===== src/rtl/m_rf_wb_arbiter_pkg.sv =====
// Shared constants for the register-file write-back arbiter: default sizes,
// the hard-wired zero register and the fixed requester slot assignment.
package m_rf_wb_arbiter_pkg;

  localparam int DEF_NREQ = 3;
  localparam int DEF_XLEN = 32;
  localparam int DEF_AW   = 5;

  localparam int REG_ZERO = 0;

  localparam int REQ_ALU = 0;
  localparam int REQ_LSU = 1;
  localparam int REQ_MD  = 2;

  // Register index 0 is hard-wired zero: never written, never pending.
  function automatic logic f_is_zero_reg(input logic [DEF_AW-1:0] addr);
    return (addr == DEF_AW'(REG_ZERO));
  endfunction

endpackage


===== src/rtl/m_rf_wb_arbiter_if.sv =====
// Bundle of write-back requests, decode issue/hazard queries and the RF write port.
// The master side is the execution units plus decode; the slave side is the arbiter.
interface m_rf_wb_arbiter_if
  import m_rf_wb_arbiter_pkg::*;
#(
  parameter int NREQ = DEF_NREQ,
  parameter int XLEN = DEF_XLEN,
  parameter int AW   = DEF_AW
);

  logic [NREQ-1:0]      w_req_valid;
  logic [NREQ-1:0]      w_req_ready;
  logic [NREQ*AW-1:0]   w_req_addr;
  logic [NREQ*XLEN-1:0] w_req_data;
  logic                 w_iss_valid;
  logic [AW-1:0]        w_iss_addr;
  logic [AW-1:0]        w_ra1;
  logic [AW-1:0]        w_ra2;
  logic                 w_hz1;
  logic                 w_hz2;
  logic                 w_rf_we;
  logic [AW-1:0]        w_rf_wa;
  logic [XLEN-1:0]      w_rf_wd;

  modport master (
    output w_req_valid, w_req_addr, w_req_data,
    output w_iss_valid, w_iss_addr, w_ra1, w_ra2,
    input  w_req_ready, w_hz1, w_hz2, w_rf_we, w_rf_wa, w_rf_wd
  );

  modport slave (
    input  w_req_valid, w_req_addr, w_req_data,
    input  w_iss_valid, w_iss_addr, w_ra1, w_ra2,
    output w_req_ready, w_hz1, w_hz2, w_rf_we, w_rf_wa, w_rf_wd
  );

endinterface


===== src/rtl/m_rf_wb_arbiter_rr_arb.sv =====
// N-way round-robin arbiter: one-hot grant among active requests, searching from
// the slot after the last granted one; the pointer moves only when told to advance.
module m_rr_arb #(
  parameter  int N  = 3,
  localparam int IW = $clog2(N)
) (
  input  logic          i_clk,
  input  logic          i_rst_n,
  input  logic [N-1:0]  i_req,
  input  logic          i_advance,
  output logic [N-1:0]  o_gnt,
  output logic [IW-1:0] o_gnt_idx
);

  logic [IW-1:0] r_last;
  logic [IW-1:0] w_cand;
  logic          w_found;

  always_comb begin
    o_gnt     = '0;
    o_gnt_idx = '0;
    w_cand    = '0;
    w_found   = 1'b0;
    for (int k = 1; k <= N; k++) begin
      w_cand = IW'((int'(r_last) + k) % N);
      if (!w_found && i_req[w_cand]) begin
        o_gnt[w_cand] = 1'b1;
        o_gnt_idx     = w_cand;
        w_found       = 1'b1;
      end
    end
  end

  // Reset to the last slot so that slot 0 is searched first.
  always_ff @(posedge i_clk or negedge i_rst_n) begin
    if (!i_rst_n) begin
      r_last <= IW'(N - 1);
    end else if (i_advance) begin
      r_last <= o_gnt_idx;
    end
  end

endmodule


===== src/rtl/m_rf_wb_arbiter.sv =====
// Register-file write-back arbiter: round-robin grant to one requester per cycle,
// registered RF write, and a pending-write scoreboard for decode RAW hazard checks.
module m_rf_wb_arbiter
  import m_rf_wb_arbiter_pkg::*;
#(
  parameter int NREQ = DEF_NREQ,
  parameter int XLEN = DEF_XLEN,
  parameter int AW   = DEF_AW
) (
  input logic              w_clk,
  input logic              w_rst_n,
  m_rf_wb_arbiter_if.slave bus
);

  localparam int IW   = $clog2(NREQ);
  localparam int NREG = 1 << AW;

  logic [NREQ-1:0] w_gnt;
  logic [IW-1:0]   w_gnt_idx;
  logic            w_xfer;
  logic [AW-1:0]   w_sel_addr;
  logic [XLEN-1:0] w_sel_data;

  logic            r_we;
  logic [AW-1:0]   r_wa;
  logic [XLEN-1:0] r_wd;
  logic [NREG-1:0] r_pending;
  logic [NREG-1:0] w_pending_nxt;

  m_rr_arb #(.N(NREQ)) u_rr_arb (
    .i_clk     (w_clk),
    .i_rst_n   (w_rst_n),
    .i_req     (bus.w_req_valid),
    .i_advance (w_xfer),
    .o_gnt     (w_gnt),
    .o_gnt_idx (w_gnt_idx)
  );

  assign bus.w_req_ready = w_gnt;
  assign w_xfer          = |w_gnt;
  assign w_sel_addr      = bus.w_req_addr[int'(w_gnt_idx)*AW +: AW];
  assign w_sel_data      = bus.w_req_data[int'(w_gnt_idx)*XLEN +: XLEN];

  // Writes to x0 are still accepted so the requester can retire, but never reach the RF.
  always_ff @(posedge w_clk or negedge w_rst_n) begin
    if (!w_rst_n) begin
      r_we <= 1'b0;
      r_wa <= '0;
      r_wd <= '0;
    end else begin
      r_we <= w_xfer && (w_sel_addr != AW'(REG_ZERO));
      if (w_xfer) begin
        r_wa <= w_sel_addr;
        r_wd <= w_sel_data;
      end
    end
  end

  // Issue is applied after the clear so a newer producer of the same register wins.
  always_comb begin
    w_pending_nxt = r_pending;
    if (w_xfer) begin
      w_pending_nxt[w_sel_addr] = 1'b0;
    end
    if (bus.w_iss_valid) begin
      w_pending_nxt[bus.w_iss_addr] = 1'b1;
    end
    w_pending_nxt[0] = 1'b0;
  end

  always_ff @(posedge w_clk or negedge w_rst_n) begin
    if (!w_rst_n) begin
      r_pending <= '0;
    end else begin
      r_pending <= w_pending_nxt;
    end
  end

  // The in-flight term covers the cycle between the transfer and the RF write.
  assign bus.w_hz1 = (bus.w_ra1 != AW'(REG_ZERO)) &&
                     (r_pending[bus.w_ra1] || (r_we && (r_wa == bus.w_ra1)));
  assign bus.w_hz2 = (bus.w_ra2 != AW'(REG_ZERO)) &&
                     (r_pending[bus.w_ra2] || (r_we && (r_wa == bus.w_ra2)));

  assign bus.w_rf_we = r_we;
  assign bus.w_rf_wa = r_wa;
  assign bus.w_rf_wd = r_wd;

endmodule


===== src/flat_wrapper.sv =====
// flat-port wrapper written by rule: the top's interface ports become plain ports
module m_rf_wb_arbiter_flat import m_rf_wb_arbiter_pkg::*;
#(
  parameter int NREQ = DEF_NREQ,
  parameter int XLEN = DEF_XLEN,
  parameter int AW   = DEF_AW
)
  (w_clk, w_rst_n, bus_w_req_valid, bus_w_req_addr, bus_w_req_data, bus_w_iss_valid, bus_w_iss_addr, bus_w_ra1, bus_w_ra2, bus_w_req_ready, bus_w_hz1, bus_w_hz2, bus_w_rf_we, bus_w_rf_wa, bus_w_rf_wd);
  m_rf_wb_arbiter_if #(.NREQ(NREQ), .XLEN(XLEN), .AW(AW)) bus_i ();
  input logic w_clk;
  input logic w_rst_n;
  input wire logic [$bits(bus_i.w_req_valid)-1:0] bus_w_req_valid;
  input wire logic [$bits(bus_i.w_req_addr)-1:0] bus_w_req_addr;
  input wire logic [$bits(bus_i.w_req_data)-1:0] bus_w_req_data;
  input wire logic [$bits(bus_i.w_iss_valid)-1:0] bus_w_iss_valid;
  input wire logic [$bits(bus_i.w_iss_addr)-1:0] bus_w_iss_addr;
  input wire logic [$bits(bus_i.w_ra1)-1:0] bus_w_ra1;
  input wire logic [$bits(bus_i.w_ra2)-1:0] bus_w_ra2;
  output wire logic [$bits(bus_i.w_req_ready)-1:0] bus_w_req_ready;
  output wire logic [$bits(bus_i.w_hz1)-1:0] bus_w_hz1;
  output wire logic [$bits(bus_i.w_hz2)-1:0] bus_w_hz2;
  output wire logic [$bits(bus_i.w_rf_we)-1:0] bus_w_rf_we;
  output wire logic [$bits(bus_i.w_rf_wa)-1:0] bus_w_rf_wa;
  output wire logic [$bits(bus_i.w_rf_wd)-1:0] bus_w_rf_wd;
  assign bus_i.w_req_valid = bus_w_req_valid;
  assign bus_i.w_req_addr = bus_w_req_addr;
  assign bus_i.w_req_data = bus_w_req_data;
  assign bus_i.w_iss_valid = bus_w_iss_valid;
  assign bus_i.w_iss_addr = bus_w_iss_addr;
  assign bus_i.w_ra1 = bus_w_ra1;
  assign bus_i.w_ra2 = bus_w_ra2;
  assign bus_w_req_ready = bus_i.w_req_ready;
  assign bus_w_hz1 = bus_i.w_hz1;
  assign bus_w_hz2 = bus_i.w_hz2;
  assign bus_w_rf_we = bus_i.w_rf_we;
  assign bus_w_rf_wa = bus_i.w_rf_wa;
  assign bus_w_rf_wd = bus_i.w_rf_wd;
  m_rf_wb_arbiter #(.NREQ(NREQ), .XLEN(XLEN), .AW(AW)) u_core (.w_clk(w_clk), .w_rst_n(w_rst_n), .bus(bus_i));
endmodule

===== config.mk =====
export PLATFORM = sky130hd
export DESIGN_NAME = m_rf_wb_arbiter_flat
export DESIGN_NICKNAME = d
export VERILOG_FILES = /design/src/rtl/m_rf_wb_arbiter_pkg.sv /design/src/rtl/m_rf_wb_arbiter_if.sv /design/src/rtl/m_rf_wb_arbiter_rr_arb.sv /design/src/rtl/m_rf_wb_arbiter.sv /design/src/flat_wrapper.sv
export SDC_FILE = /design/constraint.sdc
export NUM_CORES = 1
export LEC_CHECK = 0
export ABC_AREA = 1
export CORE_ASPECT_RATIO = 1.1
export CORE_MARGIN = 2
export CORE_UTILIZATION = 46
export DETAILED_ROUTE_END_ITERATION = 8
export GPL_ROUTABILITY_DRIVEN = 1
export GPL_TIMING_DRIVEN = 0
export HOLD_SLACK_MARGIN = 0.06
export PLACE_DENSITY = 0.84
export SYNTH_ARGS = -nofsm -noshare
export SYNTH_HDL_FRONTEND = slang
export SYNTH_SLANG_ARGS = --single-unit

===== constraint.sdc =====
create_clock -name w_clk -period 3.14 [get_ports w_clk]
set_input_delay 0.628 -clock w_clk [delete_from_list [all_inputs] [get_ports w_clk]]
set_output_delay 0.628 -clock w_clk [all_outputs]
set_load 0.05 [all_outputs]

==> results by stage, run 1 <==
Clock network:
- The TritonCTS buffer count is 9.
- The H-tree depth reported by CTS is 3.
- The number of hold buffers added after CTS was 0.
- The clock transition at the registers of the reported paths is 50 ps.
- The master cell of the clock root buffer is sky130_fd_sc_hd__clkbuf_16.
- For the worst-skew pair, the clock arrives at the later sink with an insertion delay of 330 ps.
- No sink is reached through more buffers than the 2 on the longest clock path.
- The clock sink count is between 70 and 80.
- The TritonCTS clock tree is done.

Cells and area:
- In the final layout, flip-flops and latches occupy 1780 µm².
- The number of cells in the finished layout apart from fillers is 1016.
- The antenna diode count is 0.
- The post-route netlist has 10.2% of its cells at a drive strength greater than 1.
- The layout overhead on the synthesized area is 46.3%.
- In the final layout, the multi-input gates occupy ~2700 µm².
- The final layout contains 1005 nets.
- The library cells used most frequently in the layout, excluding fill and tap cells, are sky130_fd_sc_hd__nand2_1 (205), sky130_fd_sc_hd__clkdlybuf4s50_1 (163), sky130_fd_sc_hd__nand3_1 (90).
- Counting the fill cells in the layout gives roughly 860.
- Leaving out fill and tap cells, the most frequent cell in the layout is sky130_fd_sc_hd__nand2_1.
- For this run, the share of the core covered by cells in the final layout is 68.7%.

Yosys:
- Synthesis produced slightly below 700 cells.
- The synthesized netlist contains 38 unique library cells.
- The number of warnings reported in the yosys synthesis log is 0.
- The cell area after synthesis is 4840 µm².
- The sequential fraction of the synthesis area is 36.8%.
- Dividing the synthesized area by the synthesized cell count gives 7.06 µm².
- In the synthesized netlist the dominant register cell turns out to be sky130_fd_sc_hd__dfrtp_1.
- The number of storage elements in the synthesis netlist is 71.
- Counting flops with a built-in enable in the synthesized netlist gives 0.
- The share of flip-flops with an asynchronous set or reset after synthesis is 100%.
- When the netlist entered floorplanning its net count stood at 821.

Routing:
- In the final routed layout, each cell accounts on average for 16.1 µm.
- The first routing iteration left 389 violations.
- Dividing the detail-routed via count by the number of cells gives 5.44.
- The number of nets with antenna violations after detailed routing is 0.
- Across all layers, the routed design uses 5523 vias.
- The DRC violation count after routing is 0.
- The number of optimization iterations in the first detailed-route pass is 5.
- Wires add up to ~16 mm.

Timing:
- The total setup violations reported at the end of the flow is 0.
- Setup repair after global routing left no endpoint under its margin.
- The final clock skew is slightly below 7 ps.
- For this run, the top clock speed supported by timing is 336 MHz.
- Summed over all failing endpoints, the final setup total negative slack is 0 ps.
- Of the available clock period, the critical path in the final layout requires 94.8%.
- The final period demand of the worst path is a little under 3000 ps.
- The worst pin sits at a relative slew slack of 35.8%.
- The final critical-path setup slack is around 160 ps.
- The slew at the pin closest to its max-slew limit is 955 ps.
- The count of pins over their slew limit is 0.
- The final hold violation count is 0.

Global route:
- Global routing used between 20% and 30% of the available tracks.
- The first-pass GRT wire length is roughly 27 mm.
- The number of antenna violations at the first check in global routing came to 0.
- The global-route congestion overflow total is 0.
- Entering global routing, the biggest net connects 72 pins.
- The via count of the first global-routing pass is roughly 5600.

Place:
- The cell total after placement is 1001.
- At the placement stage, the worst setup path has a slack of -858 ps.
- The placed wire-length estimate is 13.0 mm.
- The congestion estimate from routability-driven global placement came to 0.925.
- Input and output buffers added on the ports amount to around 170.

Die:
- The floorplan die area is 11400 µm².
- The I/O pin count is 175.
- The height of the die is 112 µm.
- The initial standard-cell utilization of the core is 47.0%.
- From left edge to right edge, the die measures 102 µm.
- The core area is 10300 µm².
- The site row count is 39.

Critical path:
- The largest single stage delay on the critical path is 360 ps.
- STA classifies the critical path endpoint as an output pin.
- The highest-delay cell along the critical path is sky130_fd_sc_hd__clkbuf_1.
- In this run the worst path has a maximum fanout of 10.
- Traced cell by cell, the critical path runs through dlygate4sd2_1 -> clkbuf_1 -> o21ai_0 -> o221ai_1 -> o221ai_1 -> a21oi_1 -> o21ai_0 -> inv_1 -> buf_2.
- The startpoint class of the critical path is an input pin.
- At the worst endpoint, the required time is 2510 ps.
- The setup path with the least slack is of type in2out.
- Data on the critical path arrives at its endpoint at 2350 ps.

Worst hold path:
- The path class of the tightest hold or removal check is in2async.

Job:
- The tool flagged a number of max-cap violations equal to 0.

Run status:
- The run finished with clean final reports.
path summary, 6_finish.rpt:
kind / startpoint / endpoint / slack (ps) / cells after the start
max in group asynchronous: w_rst_n / u_core.bus.w_rf_wd[16] / 2130 / 1
worst max register to register: u_core.u_rr_arb.r_last[1] / u_core.r_pending[19] / 350 / 16
min in group w_clk: u_core.r_pending[29] / u_core.r_pending[29] / 480 / 2
worst max-delay path: bus_w_ra2[0] / bus_w_hz2 / 160 / 9
worst min register to register: u_core.r_pending[29] / u_core.r_pending[29] / 480 / 2
worst min-delay path: w_rst_n / u_core.r_pending[12] / 410 / 1
metrics by stage:
step / cell area, µm² / hold slack, ps
2_1_floorplan: 4840 / 332
3_3_place_gp: 6750 / 455
3_5_place_dp: 6750 / 463
4_1_cts: 7090 / 460
5_1_grt: 7080 / 501
6_report: 7080 / 410
timing repair:
action / 4_1_cts / 5_1_grt
resized for setup: 26 / 16
buffers inserted: 0 / 0
hold endpoints to repair: 0 / 0
setup endpoints to repair: 5 / 5
registers in the layout, summed over array words and instances (netlist names):
register                flops
u_core.bus.w_rf_wd         32
u_core.r_pending           31
u_core.bus.w_rf_wa          5
u_core.u_rr_arb.r_last      2
u_core.bus.w_rf_we          1
per-layer routing:
layer	global-route usage, %	routed length (µm)	up-vias
met4	13.2	548	0
li1	-	-	2662
met3	6.34	1200	41
met2	50.5	8200	280
met5	0	0	-
met1	34.7	6390	2540
worst max-delay path, delay by kind of cell:
kind	cells	cell delay, ps
buffers and inverters	4	970
AO/OA/AOI/OAI	5	740
Yosys cell counts, types with 5 or more instances:
cell type | count | area [µm²]
sky130_fd_sc_hd__or2_1 | 19 | 119
sky130_fd_sc_hd__o21ai_0 | 26 | 130
sky130_fd_sc_hd__inv_1 | 64 | 240
sky130_fd_sc_hd__inv_2 | 9 | 33.8
sky130_fd_sc_hd__o211ai_1 | 39 | 293
sky130_fd_sc_hd__nand2_2 | 8 | 50.1
sky130_fd_sc_hd__nand3_2 | 5 | 50.1
sky130_fd_sc_hd__o221ai_1 | 8 | 70.1
sky130_fd_sc_hd__nor2_2 | 6 | 37.5
sky130_fd_sc_hd__clkbuf_1 | 9 | 33.8
sky130_fd_sc_hd__nand2_1 | 208 | 781
sky130_fd_sc_hd__o22ai_1 | 5 | 31.3
sky130_fd_sc_hd__a21oi_1 | 21 | 105
sky130_fd_sc_hd__dfrtp_1 | 70 | 1750
sky130_fd_sc_hd__o21ai_1 | 6 | 30.0
sky130_fd_sc_hd__or2_0 | 10 | 62.6
sky130_fd_sc_hd__nor3_1 | 10 | 50.1
sky130_fd_sc_hd__nor2_4 | 6 | 67.6
sky130_fd_sc_hd__nand3_1 | 90 | 450
sky130_fd_sc_hd__buf_2 | 11 | 55.1
sky130_fd_sc_hd__nor2_1 | 23 | 86.3
cell families (layout without fill, tap and decap cells):
kind of cell	after synthesis	count (layout)	share of synthesized area (%)
simple gates	394	394	37.9
compound gates	117	117	15.9
buf+inv	98	286	8.30
flops	71	71	36.8
fa+ha+maj	4	4	1.03
xor+xnor	1	1	0.181
cell type report:
class                           instances  share of cell area, %
Inverter                               73                   3.87
Sequential cell                        71                   25.1
Clock buffer                           10                   3.38
Multi-Input combinational cell        516                   37.8
Clock inverter                          5                   1.50
Buffer                                 25                   1.82
Timing Repair Buffer                  173                   24.0
Tap cell                              143                   2.53
Power of run 1 is not shown: default switching activity piles up to over one toggle a cycle in this logic, so the estimate is an artifact.
==> inputs of run 2 (changes only) <==
--- a/config.mk
+++ b/config.mk
@@ -13,7 +13,7 @@
 export GPL_ROUTABILITY_DRIVEN = 1
 export GPL_TIMING_DRIVEN = 0
 export HOLD_SLACK_MARGIN = 0.06
-export PLACE_DENSITY = 0.84
+export PLACE_DENSITY_LB_ADDON = 0.12
 export SYNTH_ARGS = -nofsm -noshare
 export SYNTH_HDL_FRONTEND = slang
 export SYNTH_SLANG_ARGS = --single-unit
==> run 2 against run 1 <==
First-iteration DRC count is 25% lower. Maximum frequency down 1.3%. Sequential cell count stayed put. Routed wire length down 0.69%. Non-clock buffer count grew 1. Critical path type unchanged. Critical path depth is 1 lower.
==> results by stage, run 2 (synthesized netlist as in run 1, its figures left out) <==
Die:
- The floorplan die area came to 11400 µm² (unchanged).
- The site row count is 39 (unchanged).
- The chip width was 102 µm (unchanged).
- The initial standard-cell utilization of the core was 47.0% (unchanged).
- The height of the die was 112 µm (unchanged).
- The core area came to 10300 µm² (unchanged).
- The I/O pin count was 175 (unchanged).

Routing:
- The overall routed net length came to 16.2 mm (was 16.3 mm).
- The average wire per standard cell is 15.9 µm (was 16.1 µm).
- The number of nets with antenna violations after detailed routing is 0 (unchanged).
- The violation count after the first detailed-route iteration came to 293 (was 389).
- The DRC violation count after routing is 0 (unchanged).
- The number of optimization iterations in the first detailed-route pass is 7 (was 5).
- The via total after detailed routing came to 5568 (was 5523).
- The average vias per placed instance is 5.47 (was 5.44).

Place:
- The final weighted congestion in routability-driven placement is 0.981 (was 0.925).
- The number of buffer cells added on primary ports is 173 (unchanged).
- The placed wire-length estimate came to 12.8 mm (was 13.0 mm).

Timing:
- Setup repair after global routing missed its margin: false (unchanged).
- The slew at the pin closest to its max-slew limit is 891 ps (was 955 ps).
- The worst slew margin relative to its limit is 40.1% (was 35.8%).
- The total setup violations reported at the end of the flow came to 0 (unchanged).
- The ratio of final minimum period to clock period came to 96.0% (was 94.8%).
- The final hold violation count is 0 (unchanged).
- The top achievable clock speed is 332 MHz (was 336 MHz).
- The final clock skew is 6.93 ps (was 6.74 ps).
- The final period demand of the worst path came to 3010 ps (was 2980 ps).
- The count of pins over their slew limit came to 0 (unchanged).

Clock network:
- The master cell of the clock root buffer is sky130_fd_sc_hd__clkbuf_16 (unchanged).
- The H-tree depth reported by CTS is 3 (unchanged).
- The source-to-sink clock delay at the later pin of the worst-skew pair is 340 ps (was 330 ps).
- The clock sink count came to 71 (unchanged).
- The TritonCTS buffer count is 9 (unchanged).
- The clock transition at the registers of the reported paths is 60 ps (was 50 ps).
- The TritonCTS clock tree was done (unchanged).
- The worst-case clock buffer depth is 2 (unchanged).

Cells and area:
- The fraction of final layout cells sized beyond drive strength 1 was 10.4% (was 10.2%).
- The area of the multi-input gates is 2660 µm² (was 2670 µm²).
- The area taken by flip-flops and latches is 1780 µm² (unchanged).
- The most frequent standard cell in the layout excluding fill and tap cells was sky130_fd_sc_hd__nand2_1 (unchanged).
- Commonest cells after routing, fill and taps aside: sky130_fd_sc_hd__nand2_1 (206), sky130_fd_sc_hd__clkdlybuf4s50_1 (163), sky130_fd_sc_hd__nand3_1 (90) (was sky130_fd_sc_hd__nand2_1 (205), sky130_fd_sc_hd__clkdlybuf4s50_1 (163), sky130_fd_sc_hd__nand3_1 (90)).
- The fill cell total of the finished layout came to 904 (was 862).
- The flip-flop count of the largest register, all copies and words added is 32 (unchanged).
- The antenna diode count came to 0 (unchanged).
- The layout overhead on the synthesized area is 44.8% (was 46.3%).
- The count of nets after finishing came to 1006 (was 1005).
- The final core area utilization is 68.0% (was 68.7%).

Critical path:
- The arrival time at the worst endpoint came to 2390 ps (was 2350 ps).
- Cell chain of the critical path: clkdlybuf4s50_1 -> inv_1 -> o221ai_1 -> o221ai_1 -> a21oi_1 -> o21ai_0 -> inv_1 -> buf_2 (was dlygate4sd2_1 -> clkbuf_1 -> o21ai_0 -> o221ai_1 -> o221ai_1 -> a21oi_1 -> o21ai_0 -> inv_1 -> buf_2).
- The depth of the worst register-to-register path is 16 (unchanged).
- The critical path's largest stage delay was 490 ps (was 360 ps).
- The highest net fanout along the worst path was 8 (was 10).
- The buffers plus inverters on the worst setup path is 4 (unchanged).
- The type of the setup path with the least slack was in2out (unchanged).
- The kind of capture point of the worst setup path is an output pin (unchanged).
- The highest-delay cell along the critical path is sky130_fd_sc_hd__clkdlybuf4s50_1 (was sky130_fd_sc_hd__clkbuf_1).
- The kind of cell adding the most delay to the critical path is buffers and inverters (unchanged).
- The worst reg2reg path endpoint is u_core.r_pending[3] (was u_core.r_pending[19]).
- The reg-to-reg setup timing slack is 360 ps (was 350 ps).
- The startpoint class of the critical path was an input pin (unchanged).
- The beginning of the worst register-to-register path is u_core.u_rr_arb.r_last[1] (unchanged).
- The required arrival time at the worst endpoint is 2510 ps (about the same).

Job:
- The number of max-cap violations is 0 (unchanged).

Global route:
- The first-pass GRT wire length is 26.2 mm (was 26.6 mm).
- The overall routing resource usage was 29.1% (was 29.4%).
- The number of antenna violations at the first check in global routing is 0 (unchanged).
- The global-route congestion overflow total came to 0 (unchanged).
- The maximum number of pins on one net before global-route repair is 72 (unchanged).
- The via count of the first global-routing pass came to 5519 (was 5631).

Run status:
- Outcome: completed (unchanged).

Worst hold path:
- The type of the worst min-delay path is in2async (unchanged).
[run 2: worst reg2reg max path: stages, from the launching register on]
cell and delay (ps):
sky130_fd_sc_hd__dfstp_2 540, sky130_fd_sc_hd__inv_1 70, sky130_fd_sc_hd__ha_1 230, sky130_fd_sc_hd__inv_1 150
sky130_fd_sc_hd__nand3_1 110, sky130_fd_sc_hd__nand2_2 140, sky130_fd_sc_hd__nand2_1 90, sky130_fd_sc_hd__o21ai_0 200
sky130_fd_sc_hd__nor2_2 110, sky130_fd_sc_hd__buf_4 150, sky130_fd_sc_hd__nand3_2 100, sky130_fd_sc_hd__buf_4 190
sky130_fd_sc_hd__nand2_2 100, sky130_fd_sc_hd__nor2_4 250, sky130_fd_sc_hd__nand3_1 120, sky130_fd_sc_hd__nand2_1 70
sky130_fd_sc_hd__nand2_1 50
[run 2: final cells by class]
class	count	share of cell area, %
Buffer	25	1.86
Clock buffer	9	3.21
Clock inverter	7	0.822
Inverter	73	3.91
Multi-Input combinational cell	516	38.0
Sequential cell	71	25.4
Tap cell	143	2.55
Timing Repair Buffer	174	24.3
[run 2: worst max path at each step]
stage	slack, ps	startpoint	cells after the start	end
CTS	-180	bus_w_ra2[0]	11	bus_w_hz2
floorplan	750	bus_w_ra2[0]	9	bus_w_hz2
finish	130	bus_w_ra2[2]	8	bus_w_hz2
global route	2	bus_w_ra2[2]	8	bus_w_hz2
detailed placement	-690	bus_w_ra2[1]	11	bus_w_hz2
global placement	-920	w_rst_n	1	u_core.bus.w_rf_wd[29]
[run 2: repair_timing]
| action | in CTS | in global routing |
|---|---|---|
| setup endpoints to repair | 5 | 5 |
| pin swaps | 0 | 1 |
| hold buffers | 0 | 0 |
| cloned | 0 | 0 |
| resized for setup | 20 | 19 |
| buffers inserted | 0 | 1 |
[run 2: metrics by stage]
step	instance area, µm²	std cells	hold slack [ps]	TNS [ps]	setup WS [ps]
6_report	7010	1018	418	0	125
5_1_grt	7010	1018	503	0	2.05
4_1_cts	7020	1017	452	-181	-181
3_5_place_dp	6750	1001	475	-1990	-692
3_3_place_gp	6750	1001	459	-65850	-916
2_1_floorplan	4840	685	332	0	745
[run 2: layer usage]
metal / part of all wire [%] / global-route usage, %
met5: 0 / 0
met4: 3.5 / 12.2
met3: 7.7 / 5.59
met2: 50 / 50.4
met1: 38 / 34.7
Power of run 2 is left out for the same reason.
==> inputs of run 3 (changes only) <==
--- a/config.mk
+++ b/config.mk
@@ -8,7 +8,7 @@
 export ABC_AREA = 1
 export CORE_ASPECT_RATIO = 1.1
 export CORE_MARGIN = 2
-export CORE_UTILIZATION = 46
+export CORE_UTILIZATION = 40
 export DETAILED_ROUTE_END_ITERATION = 8
 export GPL_ROUTABILITY_DRIVEN = 1
 export GPL_TIMING_DRIVEN = 0
==> run 3 against run 2 <==
Final cell count grew 1.2%. Worst setup slack got worse by 7.8 ps. Design area up 1.2%. Routed wire length is 1.1% higher. Largest cell class unchanged.
==> results by stage, run 3 (synthesized netlist as in run 1, its figures left out) <==
Run status:
- Outcome: completed (unchanged).

Critical path:
- The beginning of the worst register-to-register path is u_core.u_rr_arb.r_last[1] (unchanged).
- The highest net fanout along the worst path is 8 (unchanged).
- The type of the setup path with the least slack is in2out (unchanged).
- The required arrival time at the worst endpoint is 2510 ps (about the same).
- The highest-delay cell along the critical path is sky130_fd_sc_hd__clkdlybuf4s50_1 (unchanged).
- The arrival time at the worst endpoint is 2390 ps (about the same).
- The worst reg2reg path endpoint is u_core.r_pending[4] (was u_core.r_pending[3]).
- The reg-to-reg setup timing slack came to 390 ps (was 360 ps).
- The depth of the worst register-to-register path is 16 (unchanged).
- The kind of capture point of the worst setup path is an output pin (unchanged).
- The critical path's largest stage delay is 490 ps (about the same).
- Cell chain of the critical path: clkdlybuf4s50_1 -> inv_1 -> o221ai_1 -> o221ai_1 -> a21oi_1 -> o21ai_0 -> inv_1 -> buf_2 (unchanged).
- The startpoint class of the critical path is an input pin (unchanged).

Die:
- The floorplan die area is 13000 µm² (was 11400 µm²).
- The core area was 11900 µm² (was 10300 µm²).
- The initial standard-cell utilization of the core is 40.5% (was 47.0%).
- The I/O pin count came to 175 (unchanged).
- The chip width was 109 µm (was 102 µm).
- The site row count is 42 (was 39).
- The height of the die was 119 µm (was 112 µm).

Routing:
- The number of nets with antenna violations after detailed routing is 0 (unchanged).
- The number of optimization iterations in the first detailed-route pass was 6 (was 7).
- The average wire per standard cell came to 15.9 µm (about the same).
- The average vias per placed instance is 5.30 (was 5.47).
- The overall routed net length was 16.4 mm (was 16.2 mm).
- The DRC violation count after routing is 0 (unchanged).
- The via total after detailed routing is 5464 (was 5568).
- The violation count after the first detailed-route iteration is 375 (was 293).

Clock network:
- The source-to-sink clock delay at the later pin of the worst-skew pair came to 330 ps (was 340 ps).
- The clock transition at the registers of the reported paths is 60 ps (about the same).
- The H-tree depth reported by CTS is 3 (unchanged).
- The TritonCTS clock tree is done (unchanged).
- The number of hold buffers added after CTS is 0 (unchanged).
- The clock sink count came to 71 (unchanged).
- The master cell of the clock root buffer is sky130_fd_sc_hd__clkbuf_16 (unchanged).
- The worst-case clock buffer depth is 2 (unchanged).
- The TritonCTS buffer count was 9 (unchanged).

Cells and area:
- The design area is 7090 µm² (was 7010 µm²).
- Commonest cells after routing, fill and taps aside: sky130_fd_sc_hd__nand2_1 (205), sky130_fd_sc_hd__clkdlybuf4s50_1 (163), sky130_fd_sc_hd__nand3_1 (90) (was sky130_fd_sc_hd__nand2_1 (206), sky130_fd_sc_hd__clkdlybuf4s50_1 (163), sky130_fd_sc_hd__nand3_1 (90)).
- The antenna diode count was 0 (unchanged).
- The final core area utilization came to 59.4% (was 68.0%).
- The most frequent standard cell in the layout excluding fill and tap cells is sky130_fd_sc_hd__nand2_1 (unchanged).
- The flip-flop count of the largest register, all copies and words added is 32 (unchanged).
- The fraction of final layout cells sized beyond drive strength 1 is 10.7% (was 10.4%).
- The count of nets after finishing is 1008 (was 1006).
- The layout overhead on the synthesized area is 46.6% (was 44.8%).
- The fill cell total of the finished layout was 1101 (was 904).
- The number of cells in the finished layout apart from fillers is 1030 (was 1018).

Global route:
- The maximum number of pins on one net before global-route repair is 72 (unchanged).
- The number of antenna violations at the first check in global routing was 0 (unchanged).
- The overall routing resource usage is 26.1% (was 29.1%).
- The first-pass GRT wire length is 26.5 mm (was 26.2 mm).
- The via count of the first global-routing pass is 5331 (was 5519).
- The global-route congestion overflow total is 0 (unchanged).

Timing:
- The worst slew margin relative to its limit is 43.3% (was 40.1%).
- The top achievable clock speed is 331 MHz (was 332 MHz).
- The total setup violations reported at the end of the flow is 0 (unchanged).
- The worst slack on hold paths came to 285 ps (was 418 ps).
- Setup repair after global routing missed its margin: true (was false).
- The final hold violation count is 0 (unchanged).
- The final clock skew came to 4.78 ps (was 6.93 ps).
- The ratio of final minimum period to clock period is 96.3% (was 96.0%).
- The slew at the pin closest to its max-slew limit is 844 ps (was 891 ps).
- The final period demand of the worst path was 3020 ps (was 3010 ps).
- The count of pins over their slew limit came to 0 (unchanged).

Worst hold path:
- The type of the worst min-delay path was in2async (unchanged).

Place:
- The final weighted congestion in routability-driven placement is 0.923 (was 0.981).
- The placed wire-length estimate is 13.2 mm (was 12.8 mm).
- The cell total after placement is 1013 (was 1001).
- The number of buffer cells added on primary ports came to 173 (unchanged).
- The placed instance area is 6790 µm² (was 6750 µm²).

Job:
- The number of max-cap violations came to 0 (unchanged).
run 3: layout make-up:
cell class / instances / area, µm² / area share (%)
well taps: 154 / 193 / 2.72
repair buffers: 176 / 1750 / 24.7
clock buffers: 10 / 239 / 3.37
plain buffers: 25 / 130 / 1.84
clock inverters: 5 / 58.8 / 0.830
inverters: 73 / 274 / 3.87
flip-flops and latches: 71 / 1780 / 25.1
multi-input cells: 516 / 2670 / 37.6
run 3: how the worst max path moves through the flow:
stage / from / endpoint / cells after the start
2_1_floorplan: bus_w_ra2[0] / bus_w_hz2 / 9
3_3_place_gp: w_rst_n / u_core.r_pending[27] / 1
3_5_place_dp: bus_w_ra2[1] / bus_w_hz2 / 11
4_1_cts: bus_w_ra1[1] / bus_w_hz1 / 13
5_1_grt: bus_w_ra1[0] / bus_w_hz1 / 13
6_report: bus_w_ra2[2] / bus_w_hz2 / 8
run 3: repair_timing:
| item | in CTS | in global routing |
|---|---|---|
| gates resized for setup | 23 | 18 |
| endpoints found under the setup margin | 5 | 5 |
| buffers inserted | 0 | 2 |
| pin swaps | 0 | 1 |
run 3: metrics by stage:
| step | TNS (ps) | setup slack, ps |
|---|---|---|
| floorplan | 0 | 745 |
| global placement | -73140 | -1020 |
| detailed placement | -2120 | -766 |
| CTS | 0 | 12.1 |
| global route | -57.3 | -57.3 |
| finish | 0 | 118 |
run 3: routing by layer:
metal	vias up	track usage, %	share of wire [%]
met5	-	0	0
met4	0	7.61	2.0
met3	31	6.02	8.3
met2	264	46.1	51
met1	2504	31.2	39
li1	2665	-	-
run 3: worst max-delay path: cells and delay by family:
| kind | cells | cell delay (ps) |
|---|---|---|
| buffers and inverters | 4 | 1000 |
| AO/OA/AOI/OAI | 4 | 750 |
Power of run 3 is left out for the same reason.
